$ cat config.mk
export PLATFORM = sky130hd
export DESIGN_NAME = fpmult_rr_scheduler_flat
export DESIGN_NICKNAME = d
export VERILOG_FILES = /design/src/rtl/fpmult_rr_scheduler_if.sv /design/src/rtl/fpmult_rr_scheduler.sv /design/src/flat_wrapper.sv
export SDC_FILE = /design/constraint.sdc
export NUM_CORES = 1
export LEC_CHECK = 0
export ABC_AREA = 0
export BUFFER_PORTS_ARGS = -buffer_cell sky130_fd_sc_hd__buf_2
export CAP_MARGIN = 20
export CORE_AREA = 2 2 158 160
export DETAILED_ROUTE_END_ITERATION = 8
export DIE_AREA = 0 0 160 162
export PLACE_DENSITY = 0.58
export SLEW_MARGIN = 20
export SYNTH_ARGS = -nofsm -noshare
export SYNTH_HDL_FRONTEND = slang
export SYNTH_SLANG_ARGS = --single-unit
$ cat constraint.sdc
create_clock -name clk -period 4.95 [get_ports clk]
set_clock_uncertainty 0.15 [all_clocks]
set_input_delay 0.99 -clock clk [delete_from_list [all_inputs] [get_ports clk]]
set_output_delay 0.99 -clock clk [all_outputs]
set_load 0.01 [all_outputs]
$ cat src/rtl/fpmult_rr_scheduler_if.sv
// Purpose: bundles the requester, shared-multiplier and response signals of the FP32 mult scheduler.
// Latency: none (wires only).
// Backpressure: requester side uses req_valid/req_ready; the response and multiplier sides have none.
interface fpmult_rr_scheduler_if #(
    parameter int NREQ = 4,
    parameter int IDW  = 3
);
    // Requester side
    logic [NREQ-1:0]      req_valid;
    logic [32*NREQ-1:0]   req_a;
    logic [32*NREQ-1:0]   req_b;
    logic [NREQ-1:0]      req_ready;
    // Shared multiplier side
    logic [31:0]          mul_a;
    logic [31:0]          mul_b;
    logic [31:0]          mul_result;
    logic [4:0]           mul_flags;
    // Response side
    logic [NREQ-1:0]      rsp_valid;
    logic [31:0]          rsp_result;
    logic [4:0]           rsp_flags;
    logic [IDW-1:0]       rsp_id;
    logic                 busy;

    // Scheduler view
    modport slave (
        input  req_valid, req_a, req_b, mul_result, mul_flags,
        output req_ready, mul_a, mul_b, rsp_valid, rsp_result, rsp_flags, rsp_id, busy
    );

    // Requesters + multiplier view
    modport master (
        output req_valid, req_a, req_b, mul_result, mul_flags,
        input  req_ready, mul_a, mul_b, rsp_valid, rsp_result, rsp_flags, rsp_id, busy
    );
endinterface

$ cat src/rtl/fpmult_rr_scheduler.sv
// Purpose: round-robin sharing of one fixed-latency FP32 multiplier among NREQ requesters (FPM_SCHED_PRIO0_EN: req0 absolute priority).
// Latency: handshake edge to rsp_valid strobe is MUL_LAT+1 cycles; grant is combinational.
// Backpressure: one grant per cycle via req_ready; responses are strobed with no backpressure.
module fpmult_rr_scheduler #(
    parameter int NREQ    = 4,
    parameter int MUL_LAT = 4,
    parameter int IDW     = 3
) (
    input  logic               clk,
    input  logic               rst,
    fpmult_rr_scheduler_if.slave bus
);

`ifdef FPM_SCHED_PRIO0_EN
    // Pointer only rotates among requesters 1..NREQ-1; req0 bypasses it.
    localparam logic [IDW-1:0] PTR_RST = IDW'(1);
`else
    localparam logic [IDW-1:0] PTR_RST = '0;
`endif

    logic [IDW-1:0]         r_ptr;
    logic [31:0]            r_mul_a;
    logic [31:0]            r_mul_b;
    logic [MUL_LAT:0]       r_tag_vld;
    logic [IDW-1:0]         r_tag_id [MUL_LAT+1];
    logic [NREQ-1:0]        r_rsp_valid;
    logic [31:0]            r_rsp_result;
    logic [4:0]             r_rsp_flags;
    logic [IDW-1:0]         r_rsp_id;

    logic [2**IDW-1:0]      w_vld_pad;
    logic [IDW:0]           w_idx;
    logic                   w_hs;
    logic [IDW-1:0]         w_gnt_id;
    logic [NREQ-1:0]        w_grant;
    logic [IDW-1:0]         w_ptr_nxt;
    logic [31:0]            w_op_a;
    logic [31:0]            w_op_b;

    // Pad the valid vector so an IDW-bit id can index it directly.
    assign w_vld_pad = (2**IDW)'(bus.req_valid);

    // Winner search: first valid requester at or after the pointer, wrapping modulo the ring size.
    always_comb begin
        w_hs     = 1'b0;
        w_gnt_id = '0;
        w_idx    = '0;
`ifdef FPM_SCHED_PRIO0_EN
        if (bus.req_valid[0]) begin
            w_hs     = 1'b1;
            w_gnt_id = '0;
        end else begin
            for (int off = 0; off < NREQ - 1; off++) begin
                w_idx = {1'b0, r_ptr} + (IDW+1)'(off);
                if (w_idx >= (IDW+1)'(NREQ))
                    w_idx = w_idx - (IDW+1)'(NREQ - 1);
                if (!w_hs && w_vld_pad[w_idx[IDW-1:0]]) begin
                    w_hs     = 1'b1;
                    w_gnt_id = w_idx[IDW-1:0];
                end
            end
        end
`else
        for (int off = 0; off < NREQ; off++) begin
            w_idx = {1'b0, r_ptr} + (IDW+1)'(off);
            if (w_idx >= (IDW+1)'(NREQ))
                w_idx = w_idx - (IDW+1)'(NREQ);
            if (!w_hs && w_vld_pad[w_idx[IDW-1:0]]) begin
                w_hs     = 1'b1;
                w_gnt_id = w_idx[IDW-1:0];
            end
        end
`endif
    end

    // One-hot grant, next pointer and the winner's operand mux.
    always_comb begin
        w_grant   = w_hs ? (NREQ'(1) << w_gnt_id) : '0;
        w_ptr_nxt = r_ptr;
`ifdef FPM_SCHED_PRIO0_EN
        if (w_hs && (w_gnt_id != '0))
            w_ptr_nxt = (w_gnt_id == IDW'(NREQ - 1)) ? IDW'(1) : w_gnt_id + IDW'(1);
`else
        if (w_hs)
            w_ptr_nxt = (w_gnt_id == IDW'(NREQ - 1)) ? '0 : w_gnt_id + IDW'(1);
`endif
        w_op_a = '0;
        w_op_b = '0;
        for (int i = 0; i < NREQ; i++) begin
            if (w_gnt_id == IDW'(i)) begin
                w_op_a = bus.req_a[32*i +: 32];
                w_op_b = bus.req_b[32*i +: 32];
            end
        end
    end

    // Issue: advance the pointer and launch operands only on a handshake.
    always_ff @(posedge clk or negedge rst) begin
        if (!rst) begin
            r_ptr   <= PTR_RST;
            r_mul_a <= '0;
            r_mul_b <= '0;
        end else if (w_hs) begin
            r_ptr   <= w_ptr_nxt;
            r_mul_a <= w_op_a;
            r_mul_b <= w_op_b;
        end
    end

    // Tag pipe: free-running shift aligned with the multiplier; reset drops all in-flight ops.
    always_ff @(posedge clk or negedge rst) begin
        if (!rst) begin
            r_tag_vld <= '0;
            for (int s = 0; s <= MUL_LAT; s++)
                r_tag_id[s] <= '0;
        end else begin
            r_tag_vld   <= {r_tag_vld[MUL_LAT-1:0], w_hs};
            r_tag_id[0] <= w_gnt_id;
            for (int s = 1; s <= MUL_LAT; s++)
                r_tag_id[s] <= r_tag_id[s-1];
        end
    end

    // Response: capture result when the last tag stage is valid; strobe lasts one cycle, data holds.
    always_ff @(posedge clk or negedge rst) begin
        if (!rst) begin
            r_rsp_valid  <= '0;
            r_rsp_result <= '0;
            r_rsp_flags  <= '0;
            r_rsp_id     <= '0;
        end else begin
            r_rsp_valid <= '0;
            if (r_tag_vld[MUL_LAT]) begin
                r_rsp_valid  <= NREQ'(1) << r_tag_id[MUL_LAT];
                r_rsp_result <= bus.mul_result;
                r_rsp_flags  <= bus.mul_flags;
                r_rsp_id     <= r_tag_id[MUL_LAT];
            end
        end
    end

    assign bus.req_ready  = w_grant;
    assign bus.mul_a      = r_mul_a;
    assign bus.mul_b      = r_mul_b;
    assign bus.rsp_valid  = r_rsp_valid;
    assign bus.rsp_result = r_rsp_result;
    assign bus.rsp_flags  = r_rsp_flags;
    assign bus.rsp_id     = r_rsp_id;
    assign bus.busy       = |r_tag_vld;

endmodule

$ cat src/flat_wrapper.sv
// flat-port wrapper written by rule: the top's interface ports become plain ports
module fpmult_rr_scheduler_flat 
#(
    parameter int NREQ    = 4,
    parameter int MUL_LAT = 4,
    parameter int IDW     = 3
)
  (clk, rst, bus_req_valid, bus_req_a, bus_req_b, bus_mul_result, bus_mul_flags, bus_req_ready, bus_mul_a, bus_mul_b, bus_rsp_valid, bus_rsp_result, bus_rsp_flags, bus_rsp_id, bus_busy);
  fpmult_rr_scheduler_if #(.NREQ(NREQ), .IDW(IDW)) bus_i ();
  input  logic clk;
  input  logic rst;
  input wire logic [$bits(bus_i.req_valid)-1:0] bus_req_valid;
  input wire logic [$bits(bus_i.req_a)-1:0] bus_req_a;
  input wire logic [$bits(bus_i.req_b)-1:0] bus_req_b;
  input wire logic [$bits(bus_i.mul_result)-1:0] bus_mul_result;
  input wire logic [$bits(bus_i.mul_flags)-1:0] bus_mul_flags;
  output wire logic [$bits(bus_i.req_ready)-1:0] bus_req_ready;
  output wire logic [$bits(bus_i.mul_a)-1:0] bus_mul_a;
  output wire logic [$bits(bus_i.mul_b)-1:0] bus_mul_b;
  output wire logic [$bits(bus_i.rsp_valid)-1:0] bus_rsp_valid;
  output wire logic [$bits(bus_i.rsp_result)-1:0] bus_rsp_result;
  output wire logic [$bits(bus_i.rsp_flags)-1:0] bus_rsp_flags;
  output wire logic [$bits(bus_i.rsp_id)-1:0] bus_rsp_id;
  output wire logic [$bits(bus_i.busy)-1:0] bus_busy;
  assign bus_i.req_valid = bus_req_valid;
  assign bus_i.req_a = bus_req_a;
  assign bus_i.req_b = bus_req_b;
  assign bus_i.mul_result = bus_mul_result;
  assign bus_i.mul_flags = bus_mul_flags;
  assign bus_req_ready = bus_i.req_ready;
  assign bus_mul_a = bus_i.mul_a;
  assign bus_mul_b = bus_i.mul_b;
  assign bus_rsp_valid = bus_i.rsp_valid;
  assign bus_rsp_result = bus_i.rsp_result;
  assign bus_rsp_flags = bus_i.rsp_flags;
  assign bus_rsp_id = bus_i.rsp_id;
  assign bus_busy = bus_i.busy;
  fpmult_rr_scheduler #(.NREQ(NREQ), .MUL_LAT(MUL_LAT), .IDW(IDW)) u_core (.clk(clk), .rst(rst), .bus(bus_i));
endmodule
==> results of run 1 <==
-- how the worst max path moves through the flow --
stage                      from          endpoint  slack (ps)  cells past startpoint
6_report        u_core.r_ptr[0]  bus_req_ready[0]         330                      7
5_1_grt         u_core.r_ptr[0]  bus_req_ready[0]          50                      7
4_1_cts         u_core.r_ptr[0]  bus_req_ready[0]         220                      7
3_5_place_dp   bus_req_valid[0]  bus_req_ready[0]         640                      6
3_3_place_gp   bus_req_valid[0]  bus_req_ready[0]         700                      6
2_1_floorplan   u_core.r_ptr[1]  bus_req_ready[1]         820                     12
-- layer usage --
metal,share of wire,track usage,routed length (um)
met3,0.073,0.0434,1620
met4,0.021,0.0561,457
met2,0.50,0.289,11000
met5,0,0,0
met1,0.41,0.201,9130
-- kinds of logic after synthesis --
logic type,after synthesis
mux,111
compound gates,145
flops,131
fa+ha+maj,6
simple gates,160
buf+inv,63
other cells,1
-- power by group through the flow --
stage                     Combinational (mW)  Sequential [mW]  Clock [mW]
final                                   5.40             1.81        1.26
after CTS                               5.46             1.82        1.30
after global routing                    5.92             1.87        1.35
after global placement                  5.41             1.82           0
after floorplan                         3.93             1.91           0
after detailed placement                5.46             1.82           0
-- state kept, by name, summed over array words and instances, names as in the netlist, 4 cells and up --
| signal | flops |
|---|---|
| u_core.bus.mul_a | 32 |
| u_core.bus.mul_b | 32 |
| u_core.bus.rsp_result | 32 |
| u_core.r_tag_id | 15 |
| u_core.bus.rsp_flags | 5 |
| u_core.r_tag_vld | 5 |
| u_core.bus.rsp_valid | 4 |
-- synthesized netlist by cell type --
cell type  count
nand2b_1       4
clkbuf_1      44
a21oi_1        3
mux2i_1        4
o21ai_0        3
inv_1          5
o22ai_1        1
o21a_1         1
mux2_2        41
a211oi_1       1
a21boi_0       1
buf_1          5
o31ai_1       65
nand2_1       66
nor2b_1       65
or2_2          1
mux2_4        64
buf_2          1
nand4_4        1
a32o_1         1
nor2_1         9
mux4_2         2
conb_1         1
nor3_1         4
nand3_1        3
o31ai_4        1
a311oi_1       1
a221oi_1      64
and2_1         7
dfrtp_1      131
ha_1           6
a311o_1        1
buf_6          8
a21o_1         2
-- area by class of cell --
cell class,count,share of cell area
well taps,324,0.0401
repair buffers,420,0.215
diodes,2,0.000495
clock inverters,15,0.0183
clock buffers,17,0.0421
multi-input cells,423,0.358
inverters,5,0.00186
flip-flops and latches,131,0.325
-- per-stage QoR --
stage	setup slack (ps)	power (mW)
2_1_floorplan	815	5.84
3_3_place_gp	704	7.24
3_5_place_dp	641	7.28
4_1_cts	219	8.57
5_1_grt	53.2	9.15
6_report	325	8.47
-- worst register-to-register path, stage by stage (launching register included) --
cell and delay, ps:
dfrtp_1 600, inv_1 160, ha_1 430, mux2i_1 210, or2_2 350, and2_1 180
a311oi_1 400, ha_2 340, buf_4 430, a221oi_1 190, o31ai_1 360, mux2_4 210
==> impl_metrics.json, run 1 <==
{
  "outcome": "finished, final reports clean",
  "min_to": "u_core.r_tag_id[0]",
  "grt_pass1_wl_mm": 34.1,
  "synthSimpleGateAreaFrac": 0.115,
  "grt_antenna_before_repair": 2,
  "overflow": 0,
  "power_density_mw_per_mm2": 839,
  "path_delay_family": "simple AND/OR/NAND/NOR gates",
  "cp-end-kind": "output pin",
  "wl_per_cell_um": 16.6,
  "slew_violations": 0,
  "synth.area.mux_share": 0.211,
  "grt_max_degree": 100,
  "clock_path_buffers": 2,
  "ff2ff_path_depth": 11,
  "critical_path_class": "flop to output pin",
  "avgSynthCellArea_um2": 11.6,
  "synth-seq-cells": 131,
  "fin_nets": 1303,
  "hold_class": "flop to flop",
  "fill_cells": 2433,
  "yosys.area.top_type": "dfrtp_1",
  "setup_viol": 0,
  "synth_fa_ha_area_frac": 0.0105,
  "cts.sinks": 131,
  "synth-warning-count": 0,
  "ir_drop_v": 0.000521,
  "rrSetupSlack_ps": 890,
  "drc": 0,
  "final_cell_mix": "buf_2 (410), dfrtp_1 (130), nand2_1 (66)",
  "grt_use_total": 0.167,
  "synthCells": 617,
  "rsz0062_at_grt": "no",
  "post_dp_cell_area_mm2": 0.00949,
  "stdcell_count": 1337,
  "yosysTopAreaCellShare": 0.458,
  "setup.worst_path.start_class": "flop",
  "core_area_mm2": 0.0241,
  "switchingPower_mw": 3.37,
  "max_freq_mhz": 216,
  "die_h_um": 162,
  "layout.cells.most_common": "buf_2",
  "drt-total-wl_mm": 22.2,
  "holdPathStages": 0,
  "post-route-util": 0.419,
  "max_stage_delay_ps": 670,
  "yosys-top-cells-area": "dfrtp_1 (46%), mux2_4 (13%), a221oi_1 (7.8%)",
  "switching_share": 0.397,
  "area_growth_pct": 41.2,
  "period_needed_ps": 4620,
  "rows": 57,
  "multi_input_area_mm2": 0.00361,
  "reg2reg_from": "u_core.r_ptr[0]",
  "gp_congestion": 0.864,
  "p_leak_nw": 4.99,
  "setup-tns-final_ps": 0,
  "start_util": 0.297,
  "port_buffers": 411,
  "relSlewSlack": 0.339,
  "dieArea_mm2": 0.0259,
  "yosysSeqAreaShare": 0.458,
  "viasPerCell": 4.78,
  "path_cells": "inv_1, ha_1, mux2i_1, or2_2, nand4_4, and2_1, buf_2",
  "synth_top_family_by_area": "multiplexers",
  "drtPass1Iterations": 4,
  "hold_start": "u_core.r_tag_id[3]",
  "path_buf_inv": 2,
  "cts_setup_buffers": 0,
  "synth_compound_area_frac": 0.164,
  "place_inst": 1303,
  "syn_area_mm2": 0.00715,
  "r2r-end": "u_core.bus.mul_a[11]",
  "worst_path_max_delay_cell": "nand4_4",
  "whs_ps": 193,
  "regArea_mm2": 0.00328,
  "arrival_ps": 3480,
  "ant_nets": 0,
  "vias": 6394,
  "io_pins": 412,
  "cp_max_fo": 33,
  "htree_levels": 4,
  "final_area_mm2": 0.0101,
  "clkTransAtPathRegs_ps": 70,
  "clock-root-buffer": "clkbuf_16",
  "dpl.hpwl_mm": 16.9,
  "tritoncts": "built",
  "cts_made_buffers": 17,
  "pwr-share-seq": 0.214,
  "timing.final.crit_share": 0.934,
  "timing_hold_violations_final": 0,
  "intPower_mw": 5.11,
  "synthesis.nets": 922,
  "synth_cell_types": 34,
  "insertion_delay_ps": 420,
  "drv_cap": 0,
  "drt_iter0_markers": 301,
  "drive_gt1_frac": 0.561,
  "critPathRequiredTime_ps": 3810,
  "p_comb_frac": 0.637,
  "tightestPinTransition_ps": 992,
  "cts-resized-gates": 0,
  "fp.dieW_um": 160,
  "ctsHoldBuffers": 0,
  "synth_xor_area_frac": 0,
  "p_clk_frac": 0.149,
  "grt_pass1_vias": 6273
}
No activity file was read; power rests on OpenSTA's default activity.
==> inputs of run 2 (changes only) <==
Settings changed: CELL_PAD_IN_SITES_DETAIL_PLACEMENT from default to 0, CELL_PAD_IN_SITES_GLOBAL_PLACEMENT from default to 2, CORE_AREA 2 2 158 160 to 2 2 169 171, DIE_AREA 0 0 160 162 to 0 0 171 173, PLACE_DENSITY 0.58 to 0.81.
==> impl_metrics.json, run 2 (same netlist as run 1, synthesis figures left out) <==
{
  "path_delay_family": "adder cells",
  "grt_pass1_vias": 6387,
  "grt_use_total": 0.161,
  "dieArea_mm2": 0.0296,
  "critPathRequiredTime_ps": 3810,
  "critical_path_class": "flop to output pin",
  "clock-root-buffer": "clkbuf_16",
  "setup-tns-final_ps": 0,
  "insertion_delay_ps": 410,
  "ant_nets": 0,
  "overflow": 0,
  "timing_hold_violations_final": 0,
  "grt_antenna_before_repair": 1,
  "grt_max_degree": 131,
  "r2r-end": "u_core.bus.mul_b[8]",
  "p_comb_frac": 0.641,
  "tightestPinTransition_ps": 869,
  "whs_ps": 192,
  "switchingPower_mw": 3.45,
  "clkTransAtPathRegs_ps": 70,
  "rrSetupSlack_ps": 600,
  "wl_per_cell_um": 17.5,
  "arrival_ps": 3310,
  "layout.cells.most_common": "buf_2",
  "io_pins": 412,
  "viasPerCell": 4.60,
  "regArea_mm2": 0.00328,
  "max_freq_mhz": 225,
  "outcome": "finished, final reports clean",
  "rows": 61,
  "path_cells": "inv_1, ha_1, mux2i_1, or2_2, and2_1, a311oi_1, ha_2, and2_1, buf_2",
  "cp_max_fo": 11,
  "crit_end": "bus_req_ready[1]",
  "hold_class": "flop to flop",
  "p_clk_frac": 0.150,
  "start_util": 0.259,
  "cts.sinks": 131,
  "grt_pass1_wl_mm": 36.9,
  "path_common_cell": "and2_1",
  "relSlewSlack": 0.420,
  "clock_path_buffers": 2,
  "gp_congestion": 0.861,
  "max_stage_delay_ps": 590,
  "fill_cells": 2831,
  "vias": 6406,
  "drt-total-wl_mm": 24.3,
  "reg2reg_from": "u_core.r_ptr[0]",
  "rsz0062_at_grt": "no",
  "fin_nets": 1307,
  "area_growth_pct": 42.4,
  "drtPass1Iterations": 4,
  "period_needed_ps": 4450,
  "die_h_um": 173,
  "drc": 0,
  "final_cell_mix": "buf_2 (410), dfrtp_1 (131), nand2_1 (66)",
  "ir_drop_v": 0.000547,
  "fp.dieW_um": 171,
  "cp.depth": 9,
  "core_area_mm2": 0.0276,
  "cp-end-kind": "output pin",
  "worst_path_max_delay_cell": "dfrtp_1",
  "ctsHoldBuffers": 0,
  "multi_input_area_mm2": 0.00361,
  "drive_gt1_frac": 0.562,
  "port_buffers": 411,
  "path_buf_inv": 2,
  "ff2ff_path_depth": 12,
  "drt_iter0_markers": 301,
  "power_density_mw_per_mm2": 840,
  "cts-resized-gates": 0,
  "tritoncts": "built",
  "startpoint": "u_core.r_ptr[0]",
  "htree_levels": 4,
  "slew_violations": 0,
  "drv_cap": 0,
  "dpl.hpwl_mm": 18.1,
  "switching_share": 0.403,
  "setup.worst_path.start_class": "flop",
  "cts_setup_buffers": 0,
  "p_leak_nw": 5.01,
  "timing.final.crit_share": 0.899,
  "pwr-share-seq": 0.209,
  "setup_viol": 0,
  "power_mw": 8.56,
  "cts_made_buffers": 17,
  "intPower_mw": 5.11
}
==> run 2: how the worst min path moves through the flow <==
stage,slack (ps),endpoint,startpoint,cells after the start
final,190,u_core.r_tag_id[7],u_core.r_tag_id[10],0
after global routing,200,u_core.r_tag_id[1],u_core.r_tag_id[4],0
after CTS,190,u_core.r_tag_id[5],u_core.r_tag_id[8],0
after detailed placement,180,u_core.r_tag_id[1],u_core.r_tag_id[4],0
after global placement,180,u_core.r_tag_id[11],u_core.r_tag_id[14],0
after floorplan,180,u_core.r_tag_id[0],u_core.r_tag_id[3],0
==> run 2: power by group through the flow <==
stage	logic (mW)	clock network, mW	registers [mW]
floorplan	3.93	0	1.91
global placement	5.49	0	1.80
detailed placement	5.57	0	1.81
CTS	5.56	1.33	1.80
global route	5.99	1.38	1.85
finish	5.49	1.28	1.79
==> run 2: cell type report <==
cell class / count / area share
Antenna cell: 1 / 0.000246
Multi-Input combinational cell: 423 / 0.355
Sequential cell: 131 / 0.322
Clock inverter: 15 / 0.0177
Inverter: 5 / 0.00184
Clock buffer: 17 / 0.0417
Timing Repair Buffer: 424 / 0.216
Tap cell: 378 / 0.0464
==> run 2: routing by layer <==
| layer | global-route usage | wire length, um | vias up |
|---|---|---|---|
| met2 | 0.273 | 11700 | 299 |
| met5 | 0 | 0 | - |
| li1 | - | - | 3064 |
| met1 | 0.201 | 10200 | 3014 |
| met4 | 0.0466 | 504 | 0 |
| met3 | 0.0387 | 1890 | 29 |
==> run 2: metrics by stage <==
stage               instances  setup slack [ps]  utilization  instance area [um^2]
global placement         1361               620        0.347                  9580
detailed placement       1361               609        0.347                  9580
finish                   1394               498        0.369                 10200
CTS                      1393               452        0.369                 10200
floorplan                 617               815            -                  7150
global route             1394               209        0.369                 10200
